### src/rtl/shift_reg_feeder.sv
// Byte FIFO feeding the 74HC595 serial driver: presents one byte at a time
// and flips a toggle strobe per byte, spacing strobes so each frame completes.
`timescale 1ns/1ps
module shift_reg_feeder #(
    parameter int unsigned DEPTH       = 4,
    parameter int unsigned GAP_CYCLES  = 24,
    parameter int unsigned SKIP_REPEAT = 0
) (
    input  logic                     i_clk,
    input  logic                     i_reset,
    input  logic [7:0]               i_data,
    input  logic                     i_valid,
    output logic                     o_ready,
    output logic [7:0]               o_value,
    output logic                     o_enable_toggle,
    output logic [$clog2(DEPTH):0]   o_level,
    output logic                     o_busy
);

    localparam int unsigned PW = $clog2(DEPTH);
    localparam int unsigned LW = PW + 1;
    localparam int unsigned CW = $clog2(GAP_CYCLES) + 1;

    typedef enum logic [1:0] {
        IDLE  = 2'd0,
        ISSUE = 2'd1,
        HOLD  = 2'd2
    } state_t;

    state_t          state, state_next;
    logic [CW-1:0]   cnt, cnt_next;
    logic [7:0]      value_next;
    logic            toggle_next;
    logic            have_issued, issued_next;

    logic [7:0]      mem [DEPTH];
    logic [PW-1:0]   rd_ptr, wr_ptr;
    logic [LW-1:0]   level;
    logic            push, pop;
    logic [7:0]      head;

    assign o_ready = (level < LW'(DEPTH));
    assign push    = i_valid && o_ready;
    assign head    = mem[rd_ptr];
    assign o_level = level;
    assign o_busy  = (state != IDLE) || (level != '0);

    // Storage array carries no reset; validity is tracked by level.
    always_ff @(posedge i_clk) begin
        if (push) begin
            mem[wr_ptr] <= i_data;
        end
    end

    always_ff @(posedge i_clk) begin
        if (i_reset) begin
            rd_ptr <= '0;
            wr_ptr <= '0;
            level  <= '0;
        end else begin
            if (push) begin
                wr_ptr <= wr_ptr + PW'(1);
            end
            if (pop) begin
                rd_ptr <= rd_ptr + PW'(1);
            end
            if (push && !pop) begin
                level <= level + LW'(1);
            end else if (pop && !push) begin
                level <= level - LW'(1);
            end
        end
    end

    always_ff @(posedge i_clk) begin
        if (i_reset) begin
            state           <= IDLE;
            cnt             <= '0;
            o_value         <= 8'h00;
            o_enable_toggle <= 1'b0;
            have_issued     <= 1'b0;
        end else begin
            state           <= state_next;
            cnt             <= cnt_next;
            o_value         <= value_next;
            o_enable_toggle <= toggle_next;
            have_issued     <= issued_next;
        end
    end

    // Value is loaded one cycle ahead of the strobe so it is stable at the edge.
    always_comb begin
        state_next  = state;
        cnt_next    = cnt;
        value_next  = o_value;
        toggle_next = o_enable_toggle;
        issued_next = have_issued;
        pop         = 1'b0;
        case (state)
            IDLE: begin
                if (level != '0) begin
                    pop = 1'b1;
                    if (!((SKIP_REPEAT != 32'd0) && have_issued && (head == o_value))) begin
                        value_next = head;
                        state_next = ISSUE;
                    end
                end
            end
            ISSUE: begin
                toggle_next = ~o_enable_toggle;
                issued_next = 1'b1;
                cnt_next    = CW'(GAP_CYCLES - 1);
                state_next  = HOLD;
            end
            HOLD: begin
                if (cnt == '0) begin
                    state_next = IDLE;
                end else begin
                    cnt_next = cnt - CW'(1);
                end
            end
            default: state_next = IDLE;
        endcase
    end

endmodule
### config.mk
export PLATFORM = sky130hd
export DESIGN_NAME = shift_reg_feeder
export DESIGN_NICKNAME = d
export VERILOG_FILES = /design/src/rtl/shift_reg_feeder.sv
export SDC_FILE = /design/constraint.sdc
export NUM_CORES = 1
export LEC_CHECK = 0
export CAP_MARGIN = 20
export CORE_MARGIN = 1
export CORE_UTILIZATION = 39
export DETAILED_ROUTE_END_ITERATION = 16
export PLACE_DENSITY_LB_ADDON = 0.15
export SETUP_SLACK_MARGIN = 0.5
export SYNTH_ARGS = -nofsm -noshare
export SYNTH_HDL_FRONTEND = slang
export SYNTH_SLANG_ARGS = --single-unit
### constraint.sdc
create_clock -name i_clk -period 3.7 [get_ports i_clk]
set_clock_uncertainty 0.1 [all_clocks]
set_input_delay 0.74 -clock i_clk [delete_from_list [all_inputs] [get_ports i_clk]]
set_output_delay 0.74 -clock i_clk [all_outputs]
set_load 0.01 [all_outputs]
==> flow_summary_export.csv, run 1 <==
group,metric,value,unit
yosys,synthTopCellsByCount,"edfxtp_1, dfxtp_1, a21oi_1",
yosys,synth-seq-cells,56,
cts,cts_resized,0,
placement,hpwl,3.07,mm
global_route,antenna_found_initial,0,
worst_setup_path,arrival,2020,ps
cts,cts_sinks,56,
sta,grt_setup_unrepaired,"no",
placement,dp_slack,556,ps
floorplanning,start_util,40.7,%
cts,clk_latency,300,ps
final_layout,area_delta_synth_final,16.1,%
final_layout,nets,226,
cts,cts_root_buf,"clkbuf_8",
yosys,yosys_most_used_dff,"edfxtp_1",
worst_setup_path,critPathRequiredTime,2860,ps
placement,portBuffers,24,
run,cap_violations,0,
worst_setup_path,endpoint_kind,"output pin",
power_and_ir_drop,peakVddDrop,0.273,mV
worst_hold_path,worstHoldStart,"o_value[5]",
global_route,grt_util_all_layers,15.1,%
cts,post_cts_buffers,0,
yosys,synth.most_common_cell,"edfxtp_1",
yosys,synthTopCellsByArea,"edfxtp_1, dfxtp_1, mux4_2, ha_1, a21oi_1",
detailed_routing,via_count,1525,
floorplanning,placementRows,28,
detailed_routing,drt_iter0_drc,47,
cts,cts_buffers,5,
worst_setup_path,r2r_cells,8,
final_layout,fill_cells,539,
detailed_routing,ant_nets,0,
detailed_routing,wl,4.45,mm
sta,worst_slew_pin_slew,864,ps
yosys,synth_top_cell_area_share,39.6,%
final_layout,drive_gt1_share,11.1,%
placement,finalWeightedCongestion,0.751,
final_layout,num_antenna_cells,0,
cts,htree_levels,2,
sta,hold_violations,0,
floorplanning,dieWidth,80.8,µm
detailed_routing,avgViaCountPerCell,5.39,
worst_setup_path,cp_max_fo,17,
sta,fin_crit_sh,77.2,%
yosys,synth_edf_count,32,
yosys,yosysTopAreaCell,"edfxtp_1",
worst_hold_path,holdPathEnd,"o_value[5]",
yosys,syn-num-nets,205,
worst_setup_path,rrSetupSlack,1170,ps
worst_setup_path,timing.rr.end,"o_level[2]",
worst_setup_path,critical_path.startpoint_type,"flop",
sta,finalSetupTns,0,ps
yosys,async_flop_share,0,%
worst_hold_path,min_path_cells,2,
yosys,netlist_instances,186,
yosys,synth.distinct_cells,43,
cts,path_clk_slew,90,ps
cts,cts_max_path_buffers,2,
worst_hold_path,worstHoldPathType,"flop to flop",
worst_setup_path,crit_type,"flop to output pin",
power_and_ir_drop,powerDensity,759,nW/µm²
floorplanning,dieArea,6530,µm²
global_route,grt_pass1_vias,1515,
cts,holdBufCountCts,0,
floorplanning,core-area,5960,µm²
global_route,grt_start_max_net_pins,24,
cts,cts_tree,"built",
detailed_routing,dr.pass1.iters,4,
yosys,ys.warnings.count,0,
floorplanning,io_pins,25,
global_route,grt_pass1_wl,7.29,mm
sta,setup_viol,0,
sta,fmax,350,MHz
floorplanning,die_y,80.8,µm
worst_setup_path,r2r-start,"state[1]",
detailed_routing,wire_per_inst,15.7,µm
outcome,status,"completed",
detailed_routing,drc,0,
yosys,synth.cell_area,2420,µm²
global_route,grt.overflow.total,0,
power_and_ir_drop,power.leakage,0.000978,µW
yosys,avgSynthCellArea,13.0,µm²
sta,relSlewSlack,42.2,%
sta,layout_min_cycle_time,2860,ps
sta,drv_slew,0,
sta,worst_slack,844,ps
yosys,synth-seq-area-share,59.5,%
## layout make-up
cell class              instances  area, µm²  area share, %
repair buffers                 25        248           8.81
clock buffers                   6       72.6           2.58
flip-flops and latches         56       1440           51.2
clock inverters                 2       35.0           1.25
inverters                       9       33.8           1.20
well taps                      75       93.8           3.34
multi-input cells             110        888           31.6
## where the power goes
part           switching, µW  total, µW  leakage [µW]  internal (µW)
clock network            182        382     0.0000513            200
registers                142        934      0.000490            792
logic                    411        819      0.000437            407
total                    735       2130      0.000978           1400
## per-stage QoR
step,hold slack (ps),util (%),std cells,total power [µW],area (µm²)
after floorplan,398,-,186,1500,2420
after global placement,368,45.4,275,1730,2710
after detailed placement,374,45.4,275,1770,2710
after CTS,387,47.2,283,2160,2810
after global routing,423,47.2,283,2280,2810
final,387,47.2,283,2130,2810
## kinds of logic after synthesis
family                     synth area share [%]
DFF                                        59.5
and+or+nand+nor                            12.0
AOI/OAI and AO/OA                          10.0
buffers and inverters                      3.87
muxes                                      8.72
adders and majority gates                  4.44
xor gates and xnor gates                   1.45
## cell usage in the layout (no fill, tap or decap), types with 2 or more instances in the layout
master and instances:
and4_1 2, nor3b_1 2, nor2_1 10, xnor2_1 2, clkdlybuf4s50_1 24, o21ai_0 11
clkbuf_8 5, nor3_1 3, dfxtp_1 24, nand3_1 9, xor2_1 2, nand2b_1 2
nand2_1 3, a21oi_1 12, or3_1 5, and2_1 4, o211ai_1 2, inv_1 9
mux2i_1 2, nor3_2 2, nor2b_1 4, o2111a_1 3, edfxtp_1 32, mux4_2 8
ha_1 7
## metal layers
| metal | GRT usage (%) | vias up | wire length, µm |
|---|---|---|---|
| met2 | 26.8 | 33 | 2300 |
| met3 | 3.37 | 4 | 126 |
| met1 | 17.8 | 754 | 1990 |
| li1 | - | 734 | - |
| met4 | 5.36 | 0 | 34 |
| met5 | 0 | - | 0 |
## worst max-delay path by stage
stage             start    endpoint  slack [ps]
4_1_cts        state[1]      o_busy         840
5_1_grt        state[1]      o_busy         730
2_1_floorplan   i_valid  o_level[2]        1260
6_report       state[1]      o_busy         840
3_5_place_dp    i_valid  o_level[2]         560
3_3_place_gp    i_valid  o_level[2]         680
## registers in the layout, indices dropped and copies added, names as in the netlist
register / count
wr_ptr: 2
o_level: 3
rd_ptr: 2
o_value: 8
state: 2
mem: 32
o_enable_toggle: 1
cnt: 6
## worst max-delay path, cell delays in order (launching register included)
cell	delay, ps
dfxtp_1	470
nor2_1	640
nand2_1	110
clkdlybuf4s50_1	500
Power figures use the tool's default switching activity.
==> run 2, diff against run 1 <==
- clock period: 3.7 -> 2.9 ns (I/O delays scaled with it)
==> flow_summary_export.csv, run 2 (synthesis gave the netlist of run 1 again) <==
group,metric,value,unit
placement,finalWeightedCongestion,0.760,
sta,finalSetupTns,0,ps
run,cap_violations,0,
floorplanning,dieWidth,80.8,µm
detailed_routing,dr.pass1.iters,4,
global_route,grt_pass1_vias,1570,
placement,placed_area,2730,µm²
global_route,grt_start_max_net_pins,19,
worst_setup_path,cp_slowest_stage_delay,480,ps
final_layout,largest_reg_flops,32,
detailed_routing,ant_nets,0,
power_and_ir_drop,power.total,2710,µW
worst_setup_path,critPathBufInv,2,
final_layout,nets,229,
global_route,grt_pass1_wl,7.56,mm
worst_setup_path,critPathRequiredTime,3020,ps
cts,cts_tree,"built",
sta,fin_crit_sh,80.8,%
cts,holdBufCountCts,0,
final_layout,fin_cells,286,
detailed_routing,wl,4.59,mm
final_layout,largest_register,"mem",
worst_setup_path,r2r_cells,8,
sta,drv_slew,0,
final_layout,multi_input_area,908,µm²
floorplanning,io_pins,25,
sta,worst_slew_pin_slew,621,ps
detailed_routing,drc,0,
cts,cts_max_path_buffers,2,
detailed_routing,avgViaCountPerCell,5.41,
cts,htree_levels,2,
worst_setup_path,cp_max_fo,2,
worst_setup_path,cp_slowest_cell,"clkdlybuf4s50_1",
final_layout,final-seq-area,1450,µm²
worst_setup_path,worst-path-stages,8,
power_and_ir_drop,power.leakage,0.000998,µW
worst_hold_path,worstHoldPathType,"flop to flop",
global_route,grt.overflow.total,0,
floorplanning,die_y,80.8,µm
worst_setup_path,crit_family,"adder cells",
cts,cts_sinks,56,
cts,path_clk_slew,100,ps
cts,cts_root_buf,"clkbuf_8",
worst_setup_path,arrival,2460,ps
sta,grt_setup_unrepaired,"no",
detailed_routing,via_count,1546,
floorplanning,start_util,40.7,%
outcome,status,"completed",
power_and_ir_drop,powerDensity,954,nW/µm²
placement,portBuffers,24,
worst_setup_path,cp_cell_sequence,"clkdlybuf4s50_1 > nor2b_4 > ha_2 > inv_1 > fa_1 > xor2_1 > or3_1 > a21oi_1",
cts,cts_buffers,5,
worst_setup_path,critical_path.startpoint_type,"input port",
final_layout,drive_gt1_share,16.1,%
sta,setup_viol,0,
detailed_routing,wire_per_inst,16.0,µm
final_layout,fin_area,2850,µm²
final_layout,fill_cells,559,
worst_setup_path,crit_type,"input port to flop",
placement,hpwl,3.28,mm
final_layout,top_regs,"mem x32, o_value x8, cnt x6",
detailed_routing,drt_iter0_drc,64,
cts,clk_latency,310,ps
sta,layout_min_cycle_time,2340,ps
floorplanning,placementRows,28,
worst_setup_path,endpoint_kind,"flop",
floorplanning,dieArea,6530,µm²
final_layout,final_cell_mix,"edfxtp_1, clkdlybuf4s50_1, dfxtp_1",
sta,fmax,427,MHz
final_layout,num_antenna_cells,0,
floorplanning,core-area,5960,µm²
worst_hold_path,min_path_cells,2,
sta,relSlewSlack,58.6,%
global_route,antenna_found_initial,0,
global_route,grt_util_all_layers,15.8,%
final_layout,layout_commonest_cell,"edfxtp_1",
power_and_ir_drop,peakVddDrop,0.365,mV
sta,hold_violations,0,
final_layout,area_delta_synth_final,17.4,%
placement,dp_cells,278,
-- run 2: cell count changes in the layout (fill, tap and decap cells not counted), sizes merged --
cell,previous run,this run
buf,1,4
clkinv,0,2
bufinv,1,0
clkbuf,6,5
clkinvlp,1,0
inv,9,10
-- run 2: where the power goes --
group	total, µW	leakage [µW]	internal, µW	switching (µW)
combinational	1090	0.000458	549	538
clock	426	0.0000485	174	252
sequential	1200	0.000492	1010	188
-- run 2: repair_timing --
action / in CTS / in global routing
endpoints found under the setup margin: 2 / 1
resized for setup: 3 / 7
pin swaps: 0 / 0
setup buffers: 0 / 0
gates cloned: 0 / 0
-- run 2: path summary, 6_finish.rpt --
path	startpoint	end	slack (ps)
worst max-delay path	i_valid	o_level[2]	560
worst min-delay path	o_value[7]	o_value[7]	380
worst min register to register	o_value[7]	o_value[7]	380
worst max register to register	o_level[2]	o_level[2]	610
-- run 2: layer usage --
metal,vias up,share of wire (%),wire (µm),GRT usage (%)
li1,743,-,-,-
met1,769,41,1890,17.8
met2,25,54,2460,27.9
met3,9,3.0,139,3.93
met4,0,2.0,91,7.50
met5,-,0,0,0
-- run 2: stage by stage --
| stage | utilization, % | worst slack [ps] | hold WS (ps) |
|---|---|---|---|
| floorplan | - | 611 | 398 |
| global placement | 45.8 | 322 | 368 |
| detailed placement | 45.8 | 195 | 374 |
| CTS | 47.5 | 507 | 390 |
| global route | 47.8 | 497 | 412 |
| finish | 47.8 | 557 | 384 |
-- run 2: area by class of cell --
type	instances	area share [%]
repair buffers	28	9.50
flip-flops and latches	56	50.9
clock inverters	3	0.792
multi-input cells	110	31.9
well taps	75	3.30
inverters	9	1.19
clock buffers	5	2.42
-- run 2: worst reg2reg max path, delay by kind of cell, from the launching register on --
family                     cells  cell delay, ps
and+or+nand+nor                3             810
adders and majority gates      2             560
DFF                            1             380
xor gates and xnor gates       1             180
AOI/OAI and AO/OA              1             140
buffers and inverters          1              50
==> run 3, diff against run 2 <==
- clock period: 2.9 -> 2.5 ns (I/O delays scaled with it)
==> flow_summary_export.csv, run 3 (synthesis gave the netlist of run 1 again) <==
group,metric,value,unit
outcome,status,"completed",
sta,setup_viol,0,
worst_setup_path,critPathBufInv,2,
sta,worst_slew_pin_slew,641,ps
detailed_routing,dr.pass1.iters,4,
floorplanning,io_pins,25,
global_route,grt_util_all_layers,16.0,%
detailed_routing,wl,4.84,mm
placement,portBuffers,24,
cts,cts_max_path_buffers,2,
final_layout,largest_reg_flops,32,
power_and_ir_drop,powerDensity,1120,nW/µm²
cts,clk_latency,310,ps
worst_setup_path,cp_cell_sequence,"clkdlybuf4s50_1 > nor2b_4 > ha_4 > inv_1 > fa_2 > xor2_1 > or3_1 > a21oi_2",
run,cap_violations,0,
worst_setup_path,arrival,2310,ps
cts,cts_sinks,56,
cts,cts_tree,"built",
sta,fin_crit_sh,86.6,%
power_and_ir_drop,peakVddDrop,0.463,mV
final_layout,fill_cells,518,
placement,placed_area,2770,µm²
floorplanning,dieArea,6530,µm²
final_layout,num_antenna_cells,0,
final_layout,layout_commonest_cell,"edfxtp_1",
floorplanning,die_y,80.8,µm
floorplanning,core-area,5960,µm²
final_layout,largest_register,"mem",
detailed_routing,wire_per_inst,16.6,µm
sta,finalSetupTns,0,ps
cts,htree_levels,2,
global_route,grt_pass1_wl,7.70,mm
worst_setup_path,cp_max_fo,2,
cts,holdBufCountCts,0,
floorplanning,placementRows,28,
final_layout,fin_area,2930,µm²
worst_setup_path,critical_path.startpoint_type,"input port",
worst_setup_path,cp_slowest_cell,"clkdlybuf4s50_1",
floorplanning,dieWidth,80.8,µm
sta,relSlewSlack,57.2,%
detailed_routing,via_count,1603,
worst_hold_path,worstHoldPathType,"flop to flop",
sta,grt_setup_unrepaired,"yes",
placement,finalWeightedCongestion,0.802,
global_route,grt_start_max_net_pins,20,
detailed_routing,ant_nets,0,
detailed_routing,drc,0,
sta,layout_min_cycle_time,2160,ps
final_layout,nets,235,
sta,fmax,462,MHz
sta,hold_violations,0,
detailed_routing,drt_iter0_drc,138,
worst_setup_path,critPathRequiredTime,2640,ps
worst_setup_path,endpoint_kind,"flop",
worst_setup_path,r2r_cells,8,
final_layout,post-route-util,49.3,%
global_route,antenna_found_initial,0,
worst_setup_path,crit_type,"input port to flop",
placement,hpwl,3.38,mm
global_route,grt_pass1_vias,1602,
worst_setup_path,cp_slowest_stage_delay,470,ps
detailed_routing,avgViaCountPerCell,5.49,
final_layout,top_regs,"mem x32, o_value x8, cnt x6",
global_route,grt.overflow.total,0,
worst_hold_path,min_path_cells,2,
sta,drv_slew,0,
cts,cts_buffers,5,
cts,cts_root_buf,"clkbuf_8",
floorplanning,start_util,40.7,%
worst_setup_path,worst-path-stages,8,
cts,path_clk_slew,110,ps
final_layout,drive_gt1_share,21.2,%
worst_setup_path,crit_family,"buffers and inverters",
power_and_ir_drop,power.leakage,0.00105,µW
final_layout,area_delta_synth_final,21.1,%
final_layout,final_cell_mix,"edfxtp_1, clkdlybuf4s50_1, dfxtp_1",
run 3: cell types whose count changed in the layout (fill, tap and decap cells not counted), sizes merged:
cell           previous run  this run
buf                       4        10
dlymetal6s2s              0         2
clkdlybuf4s50            24        21
clkinv                    2         1
dlygate4sd2               0         1
inv                      10        11
run 3: per-stage QoR:
stage | power [µW] | setup slack, ps | instances | hold WS, ps
4_1_cts | 3290 | 379 | 291 | 394
3_5_place_dp | 2720 | -107 | 280 | 379
2_1_floorplan | 2270 | 343 | 186 | 398
5_1_grt | 3500 | 270 | 292 | 410
6_report | 3290 | 336 | 292 | 394
3_3_place_gp | 2660 | 2.62 | 280 | 366
run 3: power by group:
part / internal, µW / switching (µW)
logic: 703 / 688
clock network: 207 / 310
registers: 1180 / 202
run 3: final timing paths:
path / slack (ps) / from / endpoint
max reg2reg: 360 / o_level[0] / o_level[2]
min reg2reg: 390 / o_value[6] / o_value[6]
max: 340 / i_valid / o_level[2]
min: 390 / o_value[6] / o_value[6]
run 3: area by class of cell:
class | instances | area (µm²) | share of cell area [%]
multi-input cells | 110 | 941 | 32.1
well taps | 75 | 93.8 | 3.20
inverters | 9 | 33.8 | 1.15
flip-flops and latches | 56 | 1450 | 49.5
clock inverters | 3 | 26.3 | 0.896
repair buffers | 34 | 319 | 10.9
clock buffers | 5 | 68.8 | 2.35
run 3: routing by layer:
| layer | global-route usage [%] | share of wire (%) |
|---|---|---|
| met3 | 3.60 | 3.2 |
| met2 | 30.1 | 54 |
| met4 | 4.46 | 0.74 |
| met1 | 18.0 | 42 |
| met5 | 0 | 0 |
run 3: worst min-delay path: stages, from the launching register on:
cell and delay [ps]:
dfxtp_1 330, o21ai_0 70, a21oi_1 60
run 3: repair_timing:
action / 4_1_cts / 5_1_grt
gates resized for setup: 9 / 5
buffers inserted: 3 / 1
setup endpoints to repair: 13 / 7
